### src/rtl/function_using_decoder.sv
// Three 3-input Boolean functions built as minterm sums from a registered 3-to-8 decoder.
// Optional one-hot integrity monitor (err output) enabled by defining FUNC_ONEHOT_CHECK_EN.
module function_using_decoder #(
   parameter logic [7:0] F1_MASK = 8'h96,
   parameter logic [7:0] F2_MASK = 8'hE8,
   parameter logic [7:0] F3_MASK = 8'h8E
) (
   input  logic       clk,
   input  logic       rst_n,
   input  logic       e,
   input  logic       a,
   input  logic       b,
   input  logic       c,
   output logic [7:0] y,
   output logic       f1,
   output logic       f2,
   output logic       f3
`ifdef FUNC_ONEHOT_CHECK_EN
   ,
   output logic       err
`endif
);

   // No handshake: inputs are sampled on every rising edge and the
   // outputs reflect them exactly one cycle later.
   logic [2:0] idx;
   logic [7:0] y_d, y_q;
   logic       f1_d, f1_q;
   logic       f2_d, f2_q;
   logic       f3_d, f3_q;

   always_comb begin
      idx  = {a, b, c};
      y_d  = e ? (8'h01 << idx) : 8'h00;
      f1_d = |(y_d & F1_MASK);
      f2_d = |(y_d & F2_MASK);
      f3_d = |(y_d & F3_MASK);
   end

   always_ff @(posedge clk or negedge rst_n) begin
      if (!rst_n) begin
         y_q  <= 8'h00;
         f1_q <= 1'b0;
         f2_q <= 1'b0;
         f3_q <= 1'b0;
      end else begin
         y_q  <= y_d;
         f1_q <= f1_d;
         f2_q <= f2_d;
         f3_q <= f3_d;
      end
   end

   assign y  = y_q;
   assign f1 = f1_q;
   assign f2 = f2_q;
   assign f3 = f3_q;

`ifdef FUNC_ONEHOT_CHECK_EN
   // en_q tracks which enable produced the current y_q, so the check
   // compares the registered lines against the enable that created them.
   logic en_d, en_q;
   logic err_d, err_q;
   logic y_onehot;
   logic viol;

   always_comb begin
      en_d     = e;
      y_onehot = (y_q != 8'h00) && ((y_q & (y_q - 8'h01)) == 8'h00);
      viol     = en_q ? !y_onehot : (y_q != 8'h00);
      err_d    = err_q | viol;
   end

   always_ff @(posedge clk or negedge rst_n) begin
      if (!rst_n) begin
         en_q  <= 1'b0;
         err_q <= 1'b0;
      end else begin
         en_q  <= en_d;
         err_q <= err_d;
      end
   end

   assign err = err_q;
`endif

endmodule

### config.mk
export PLATFORM = sky130hd
export DESIGN_NAME = function_using_decoder
export DESIGN_NICKNAME = d
export VERILOG_FILES = /design/src/rtl/function_using_decoder.sv
export SDC_FILE = /design/constraint.sdc
export NUM_CORES = 1
export LEC_CHECK = 0
export CORE_AREA = 3 3 40 42
export CTS_BUF_LIST = sky130_fd_sc_hd__clkbuf_4 sky130_fd_sc_hd__clkbuf_8
export CTS_CLUSTER_DIAMETER = 30
export DETAILED_ROUTE_END_ITERATION = 12
export DIE_AREA = 0 0 43 45
export PLACE_DENSITY = 0.64
export SYNTH_ARGS = -nofsm -noshare
export SYNTH_HDL_FRONTEND = slang
export SYNTH_SLANG_ARGS = --single-unit
export TNS_END_PERCENT = 10
### constraint.sdc
create_clock -name clk -period 0.8 [get_ports clk]
set_input_delay 0.16 -clock clk [delete_from_list [all_inputs] [get_ports clk]]
set_output_delay 0.16 -clock clk [all_outputs]
set_load 0.01 [all_outputs]
# After elaboration in Yosys (flattened, before gate mapping)
# Cells that the tools add are included.
# Widths: inputs -> output; s select.
dict set report classes {
  n_addsub 0
  multipliers 0
  div 0
  order_cmp 0
  eq_ne 0
  shifts 1
  mux 1
  bitwise_logic 0
  reduce_logical 3
}
# cell count
set op_table {}
lappend op_table {{$reduce_or 4->1} 3}
lappend op_table {{$mux 8} 1}
lappend op_table {{$shl 1x3->8 const A} 1}
dict set report totals {
  register_bits 11
  latchBits 0
  ram_bits 0
  mem_bits_ro 0
  input_bits 6
  out_inout_bits 11
  word_cells 9
  memories 0
}

# Longest topological paths before layout
dict set report logic_depth {
  word_depth 3
  depth_mapped 3
  ltp_nobuf 3
}

# Least setup slack after synthesis
# No wires, ideal clock.
dict set report synth_timing {
  path_kind {input to register}
  startpoint {input port a}
  endpoint {register f3_q (netlist: f3)}
  setup_time_ns 0.119
  arrival_ns 0.641
  required_ns 0.681
  setup_slack_ns 0.040
  stages 3
  n_path_buf 0
  cell_sequence {inv_2 -> maj3_1 -> and2_1}
}
dict set report synth_between {
  elab_chain_len 3
}
# element line
set synth_rtl {}
lappend synth_rtl {{from (decl)} 11} ;# input logic a,
lappend synth_rtl {{$shl 1x3->8} 34} ;# y_d = e ? (8'h01 << idx) : 8'h00;
lappend synth_rtl {{$mux 8} 34}
lappend synth_rtl {{$reduce_or 4->1} 37} ;# f3_d = |(y_d & F3_MASK);
lappend synth_rtl {{named net f3_d} 30} ;# logic f3_d, f3_q;
lappend synth_rtl {{to (signal assigned)} 45} ;# f3_q <= 1'b0;
lappend synth_rtl {{to (signal assigned)} 50} ;# f3_q <= f3_d;
lappend synth_rtl {{to (decl)} 30}
# The timed path passes the listed nets, and every way through them passes these cells.

# Worst setup path after layout
dict set report layout_timing {
  startpoint {register y_q[3] (netlist: y[3])}
  endpoint {output port y[3]}
}
# element line
set layout_rtl {}
lappend layout_rtl {{from (decl)} 27} ;# logic [7:0] y_d, y_q;
lappend layout_rtl {{from (signal assigned)} 47} ;# y_q <= y_d;
lappend layout_rtl {{to (decl)} 14} ;# output logic [7:0] y,
# No word-level cell between the ends.

==> results <==
- Along the worst path, the maximum fanout reaches 1.
- The total of warnings raised by yosys is 0.
- The category of cells accounting for the largest share of critical-path delay is flip-flops.
- The type of the tightest min-delay check is in -> reg.
- The root buffer selected by CTS is clkbuf_4.
- After synthesis the netlist holds a flip-flop and latch count of 11.
- The final global-route overflow total is 0.
- The post-synth design cell area is 386.6 um2.
- Clock tree synthesis found a total of 11 sinks.
- The final worst setup slack is -106.4 ps.
- On the final layout, the worst hold slack is 209.0 ps.
- The die extent in x is 43 um.
- The number of nets in the synthesized netlist is 38.
- The largest net degree at the start of global routing is 12.
- The upper clock frequency limit is 1.103 GHz.
- The post-synthesis cell type count is 12.
- Counting tap cells, the placed design contains a total of 69 instances.
- The area enclosed by the die boundary is 0.001935 mm2.
- The global-route wire length before repair is 1269 um.
- The total vias in the final route is 318.
- The checks that failed: setup timing.
- The clock tree from TritonCTS is built.
- The share of layout cells above drive strength 1 is 0.4310.
- The largest stage delay on the critical path is 360 ps.
- The worst setup path is of the reg -> out kind.
- The critical path buffer and inverter count is 1.
- The worst-case headroom to the max-slew limit is 0.8843.
- The area growth from synthesis to layout is 51.78%.
- Traced cell by cell, the critical path runs through buf_2.
- The required time of the critical path is 640 ps.
- Summing all multi-input logic gate instances after layout gives 107.6 um2.
- The biggest area contributor in the post-synthesis netlist is dfrtp_1.
- In the routed design, unresolved DRC markers number 0.
- The total area inside the core boundary comes to 0.001285 mm2.
- The minimum period implied by the final worst setup slack is 906.4 ps.
- The pre-CTS worst setup slack is -499.5 ps.
- The number of hold buffers added after cts is 0.
- The power per unit of standard cell area is 1890 mW/mm2.
- The count of mapped cells out of synthesis is 32.
- In the layout the commonest cells are 11 x dfrtp_1, 11 x buf_2, 6 x nor2_1.
- The cell area after placement is 623.1 um2.
- The count of final max-slew check failures is 0.
- The flow ran to the end, but the final reports show violations.
- The worst supply voltage drop on vdd is 648.1 uV.
- After filler insertion, the fill cell instance count of the layout stands at 138.
- In this run the worst setup path begins at y[3].
- The floorplan die height is 45 um.
- Dividing the final minimum period by the clock period gives 1.133.
- The effective utilization at floorplan is 0.3009.
- In this run, the number of DRC markers left after iteration 0 of detailed routing was 1.
- The setup TNS is -1097 ps.
- After detailed routing, the total wire length is 709 um.
- The startpoint identified for the worst hold timing path is c.
- For this run, the total global-route usage over all layers was measured as 0.09552.
- The repair_antennas step left the layout with diodes totalling 0.
- The sequential fraction of the synthesis area is 0.7120.
- Summed over all nets, the half-perimeter wirelength after detailed placement is 591 um.
- The measured slew at the worst slew-check pin is 173.1 ps.
- The I/O pin total is 17.
- The average wire length per cell after detail routing is 9.712 um.
- The setup-violating endpoint count in the final report is 11.
- In this run the remaining antenna-violating nets after routing total 0.
- Ranked by total cell area, the synthesized netlist is headed by dfrtp_1 71%, nor2_1 5.8%, nand2_1 3.9%, nand2b_1 3.2%, maj3_1 2.6%.
- The area share of the leading cell type in the synthesized netlist is 0.7120.
- The storage element area is 275.3 um2.
- The number of port buffers is 16.
- The initial antenna violation count is 0.
- Once layout is done, the placed cells without fillers occupy 586.8 um2.
- For the worst setup path, the data arrival time is 750 ps.
- The leakage power total is 0.3266 nW.
- The placement row count is 13.
- After synthesis, the mean cell area works out to 12.08 um2.
- The final-report hold violation count is 0.
- Leaving out filler cells and counting taps, the final layout contains 73.
- In the routed layout, each cell is associated on average with a via count of 4.356.
- In this run the number of H-tree levels came out at 1.
- The count of nets after finishing is 65.
- Buffers inserted during clock tree synthesis total 3.
- The final estimated routing congestion in global placement is 0.6742.
- Clock-pin slew was measured on the worst setup and hold paths at 60 ps.
- The sort of element at the start of the critical path is a register.
- On the critical path, the stage with the largest delay is an instance of dfrtp_1.
- The first detailed-routing pass ran for 3 iterations.
- Setup repair after global routing could not meet its margin everywhere.
- The number of global-route vias before repair is 318.
- Across the run, the number of max-cap violations was 0.
- The longest clock path from root to sink contains 2 buffers.
- The element type at the critical path end is an output pin.
[registers in the layout, indices dropped and copies added (netlist names)]
register  flops
f1            1
y             8
f2            1
f3            1
[report_power, final]
part / internal [W] / switching (W) / leakage (nW)
combinational: 0.0000753 / 0.0000700 / 0.160
sequential: 0.000576 / 0.00000384 / 0.148
clock: 0.000226 / 0.000157 / 0.0184
[per-stage QoR]
step | power (W) | utilization
floorplan | 0.0006434 | -
global placement | 0.0007645 | 0.4849
detailed placement | 0.0007674 | 0.4849
CTS | 0.001128 | 0.4635
global route | 0.001178 | 0.4567
finish | 0.001109 | 0.4567
[kinds of logic after synthesis]
kind of cell               count (synthesis)  synth area share
adders and majority gates                  1           0.02589
AOI/OAI and AO/OA                          2           0.03236
DFF                                       11            0.7120
muxes                                      1           0.02589
buffers and inverters                      1          0.009699
and+or+nand+nor                           16            0.1942
[synth_stat cells, drive strengths merged]
cell	number
nor3	2
dfrtp	11
inv	1
and2	2
nand2	4
mux2i	1
nor2	6
nand2b	2
a21boi	1
maj3	1
o21ai	1
[metal layers]
layer	wire length, um	track usage	share of wire	up-vias
met3	70	0.03586	0.099	2
li1	-	-	-	155
met5	0	0	0	-
met2	358	0.1647	0.50	13
met1	264	0.09320	0.37	148
met4	16	0.07229	0.023	0
[worst paths after layout]
path	to	slack (ps)	cells after the start
max in group asynchronous	f1	470	2
max	y[3]	-110	1
min in group asynchronous	y[3]	220	2
min	f2	210	3
[final cells by class]
type / count / share of cell area
flip-flops and latches: 11 / 0.4691
repair buffers: 22 / 0.2580
multi-input cells: 20 / 0.1834
clock buffers: 4 / 0.05117
well taps: 15 / 0.03198
inverters: 1 / 0.006397
[timing repair]
item,in CTS,in global routing
hold endpoints to repair,0,0
gates resized for setup,48,3
setup endpoints to repair,22,15
buffers inserted,0,0
cloned,0,0
No activity file was read; power rests on OpenSTA's default activity.
==> edit 1 (same flow settings) <==
The option `FUNC_ONEHOT_CHECK_EN` is turned on by a define.
--- a/src/rtl/function_using_decoder.sv
+++ b/src/rtl/function_using_decoder.sv
@@ -2,2 +2,4 @@
 // Optional one-hot integrity monitor (err output) enabled by defining FUNC_ONEHOT_CHECK_EN.
+`define FUNC_ONEHOT_CHECK_EN
+
 module function_using_decoder #(
Formal check against the unedited RTL (old outputs only; new: err): equivalent (Yosys induction, for registers that start in step).
==> edit 1 against the original RTL <==
The flow still finishes with violations (setup timing); wire length is 64% higher; area after synthesis up 46%; total power rose by 20%; sequential cell count up 2; worst hold slack improved by 0.0044 ns; via count grew 62%; fmax down 33%; clock power rose by 9.7%; setup slack worse by 0.45 ns; final area up 55%; sequential share of layout area fell by 11 points; final cell count up 44%; critical path type is now flip-flop to flip-flop.
==> edit 1: results (changes against the original RTL) <==
INFO  logic_synthesis syn_avg_cell_area=10.3um2 [-15%]
INFO  placed_design  dp.final_hpwl=826um [+40%]
INFO  global_routing met1_usage=13.7% [+4.4 points]
INFO  clock_network  clock_sink_count=13 [+2]
INFO  route          routedWlPerCell=11.1um [+14%]
INFO  placed_design  dpl_cell_area=842um2 [+35%]
INFO  global_routing use_met2=24.3% [+7.8 points]
INFO  final_layout   final_cell_area=908um2 [+55%]
INFO  global_routing grt_pass1_wl=1940um [+53%]
INFO  logic_synthesis synth_compound_area_share=10.2% [+6.9 points]
INFO  route          drt_pre_antenna_iters=2 [-1]
INFO  route          detailroute.via_count=516 [+62%]
INFO  power_and_ir_drop p_leak=0.455nW [+39%]
INFO  outcome        failed_checks=setup timing
INFO  setup_path     critical_path.max_fanout=3 [+2]
INFO  setup_path     critPathMaxStageDelay=0.50ns [+0.14 ns]
INFO  final_layout   share_of_cell_area_taken_by_flip_flops_and_latches=35.8% [-11 points]
INFO  clock_network  post-cts-setup-buffer-count=3 [+3]
INFO  final_layout   fin_cells=105 [+44%]
INFO  global_routing grt_max_degree=14 [+2]
INFO  logic_synthesis ys_seq_area_share=57.5% [-14 points]
INFO  timing         final-setup-viol-count=13 [+2]
INFO  placed_design  dp_slack=-0.530ns [-0.0310 ns]
INFO  timing         post-route-worst-setup-slack=-0.561ns [-0.454 ns]
INFO  outcome        status=finished with violations
INFO  logic_synthesis synthesized_net_count=61 [+61%]
INFO  placed_design  placed_cells=97 [+41%]
INFO  setup_path     worst_ep_arrival_time=1.50ns [+0.75 ns]
## edit 1: kinds of logic after synthesis
kind of cell,after synthesis
AND/OR/NAND/NOR,31
flip-flops,13
AO/OA/AOI/OAI,9
XOR/XNOR,2
## edit 1: worst max path at each step
| stage | cells past startpoint | to | slack, ns |
|---|---|---|---|
| floorplan | 3 | err | -0.43 |
| global placement | 5 | f1 | -0.50 |
| detailed placement | 5 | f1 | -0.53 |
| CTS | 4 | err | -0.55 |
| global route | 5 | err | -0.63 |
| finish | 4 | err | -0.56 |
## edit 1: metal layers
metal	wire [um]	share of wire, %	vias to the layer above
li1	-	-	258
met1	443	38	233
met2	598	51	17
met3	65	5.6	8
met4	56	4.8	0
met5	0	0	-
## edit 1: power groups by stage
stage	Sequential, mW	Clock [mW]	Combinational (mW)
finish	0.694	0.420	0.222
global route	0.698	0.464	0.246
CTS	0.694	0.427	0.213
detailed placement	0.708	0	0.215
global placement	0.708	0	0.214
floorplan	0.719	0	0.0631
==> edit 2 (same flow settings) <==
Without the edit above. `y_q` no longer has a reset.
--- a/src/rtl/function_using_decoder.sv
+++ b/src/rtl/function_using_decoder.sv
@@ -41,3 +41,2 @@
       if (!rst_n) begin
-         y_q  <= 8'h00;
          f1_q <= 1'b0;
@@ -46,3 +45,2 @@
       end else begin
-         y_q  <= y_d;
          f1_q <= f1_d;
@@ -51,2 +49,6 @@
       end
+   end
+
+   always_ff @(posedge clk) begin
+      y_q <= y_d;
    end
Check against the original RTL: not equivalent (a bounded check fails within 4 cycles, from zero or initial values and one cycle with rst_n low).
==> edit 2 against the original RTL <==
The run still ends with setup timing left; via count down 9.4%; setup slack got worse by 0.014 ns; synthesized cell count increased by 3.1%; total power decreased by 4.5%; critical path depth is the same; wire length shrank 8.3%; area after synthesis decreased by 7.1%; first-iteration DRC count increased to 3.0 times the old value; count of clock-buffer cells in the layout down 1; final area down 10%; sequential cell count unchanged; sequential share of layout area fell by 1.9 points; largest power group unchanged.
==> edit 2: results (changes against the original RTL) <==
INFO  logic_synthesis synth_flop_cell=sky130_fd_sc_hd__dfxtp_1
INFO  logic_synthesis syn_avg_cell_area=10.9um2 [-9.9%]
INFO  outcome        failed_checks=setup timing
INFO  timing         final-setup-viol-count=11 [unchanged]
INFO  logic_synthesis synth.top_cells.by_area=sky130_fd_sc_hd__dfxtp_1 (45%), sky130_fd_sc_hd__dfrtp_1 (21%), sky130_fd_sc_hd__nor2_1 (6.3%), sky130_fd_sc_hd__nand2b_1 (5.2%), sky130_fd_sc_hd__a21boi_0 (4.2%)
INFO  route          wl=650um [-8.3%]
INFO  min_path       hold_class=input port to async pin
INFO  logic_synthesis synth_async_sr_flop_share=27.3% [-73 points]
INFO  logic_synthesis ys_seq_area_share=65.5% [-5.7 points]
INFO  logic_synthesis synth_top_cells_by_count=sky130_fd_sc_hd__dfxtp_1 (8), sky130_fd_sc_hd__nor2_1 (6), sky130_fd_sc_hd__dfrtp_1 (3), sky130_fd_sc_hd__nand2_1 (3), sky130_fd_sc_hd__nand2b_1 (3)
INFO  setup_path     critical_path.startpoint=f3
INFO  clock_network  post-cts-setup-buffer-count=0 [unchanged]
INFO  timing         post-route-worst-setup-slack=-0.120ns [-0.0136 ns]
INFO  placed_design  dp.final_hpwl=502um [-15%]
INFO  final_layout   largest_reg_flops=8 [unchanged]
INFO  global_routing grt_max_degree=8 [-4]
INFO  setup_path     critical_path.max_fanout=1 [unchanged]
INFO  clock_network  cts-resized-gates=47 [-2.1%]
INFO  final_layout   nets=60 [-7.7%]
INFO  final_layout   seqCellArea=236um2 [-14%]
INFO  route          detail_route.vias_per_cell=4.24 [-2.8%]
INFO  placed_design  dp_slack=-0.381ns [+0.118 ns]
INFO  outcome        status=finished with violations
INFO  clock_network  clkTransAtPathRegs=0.07ns
INFO  route          routedWlPerCell=9.56um [-1.6%]
INFO  global_routing grt_antenna_before_repair=0 [unchanged]
INFO  global_routing grt_pass1_wl=1030um [-19%]
INFO  power_and_ir_drop p_leak=0.272nW [-17%]
INFO  final_layout   filler_cell_count=144 [+4.3%]
INFO  placed_design  placed_cells=64 [-7.2%]
INFO  global_routing via_count_of_the_first_global_routing_pass=269 [-15%]
INFO  route          detailedRoute.firstIterationViolations=3 [+2]
INFO  route          drt_pre_antenna_iters=4 [+1]
INFO  setup_path     critPathMaxStageDelay=0.36ns [about the same]
INFO  logic_synthesis yosys.cell_types.count=12 [unchanged]
INFO  global_routing grt_use_total=7.58% [-2.0 points]
INFO  clock_network  cts_inserted_buffers=3 [unchanged]
INFO  final_layout   final_layout_size_suffix_gt1_share=37.7% [-5.4 points]
INFO  setup_path     worst_ep_arrival_time=0.76ns
INFO  power_and_ir_drop vdd_drop_max=0.000833V [+29%]
INFO  logic_synthesis synthesized_net_count=39 [+2.6%]
INFO  final_layout   n_antenna_cell=0 [unchanged]
INFO  timing         timing_worst_slew_pin_value=0.197ns [+0.0237 ns]
INFO  placed_design  gp_congestion=0.661 [-2.0%]
INFO  placed_design  dpl_cell_area=538um2 [-14%]
INFO  placed_design  port_buffers=16 [unchanged]
INFO  power_and_ir_drop cell_internal_pwr=815uW [-7.1%]
==> edit 2: logic make-up after synthesis <==
family	after synthesis	share of synthesized area (%)
compound gates	4	7.66
xor+xnor	1	2.44
buf+inv	2	4.18
flops	11	65.5
mux	1	2.79
simple gates	14	17.4
==> edit 2: final cells by class <==
cell class	count	share of cell area (%)
flip-flops and latches	11	45.0
clock buffers	3	4.29
repair buffers	18	24.5
clock inverters	1	0.952
well taps	15	3.57
multi-input cells	20	21.7
==> edit 2: through the flow <==
| stage | setup TNS (ns) | power, mW | hold slack, ns |
|---|---|---|---|
| finish | -0.685 | 1.06 | 0.0725 |
| global route | -1.00 | 1.10 | 0.0836 |
| CTS | -0.836 | 1.07 | 0.0696 |
| detailed placement | -5.45 | 0.733 | 0.356 |
| global placement | -5.24 | 0.730 | 0.356 |
| floorplan | 0 | 0.651 | -0.136 |
==> edit 2: path summary, 6_finish.rpt <==
check / end / cells past startpoint
min: f2 / 1
max: f3 / 1
max in group asynchronous: f1 / 1
min in group clk: f3 / 2
==> edit 2: power by group through the flow <==
stage | logic, mW | clock network (mW) | registers (mW)
after floorplan | 0.0498 | 0 | 0.601
after global placement | 0.141 | 0 | 0.589
after detailed placement | 0.143 | 0 | 0.590
after CTS | 0.121 | 0.371 | 0.576
after global routing | 0.134 | 0.383 | 0.579
final | 0.120 | 0.363 | 0.576
==> edit 2: per-layer routing <==
| metal | global-route usage, % | part of all wire (%) |
|---|---|---|
| met1 | 7.71 | 38 |
| met2 | 12.3 | 53 |
| met3 | 2.39 | 8.5 |
| met4 | 7.23 | 0 |
| met5 | 0 | 0 |
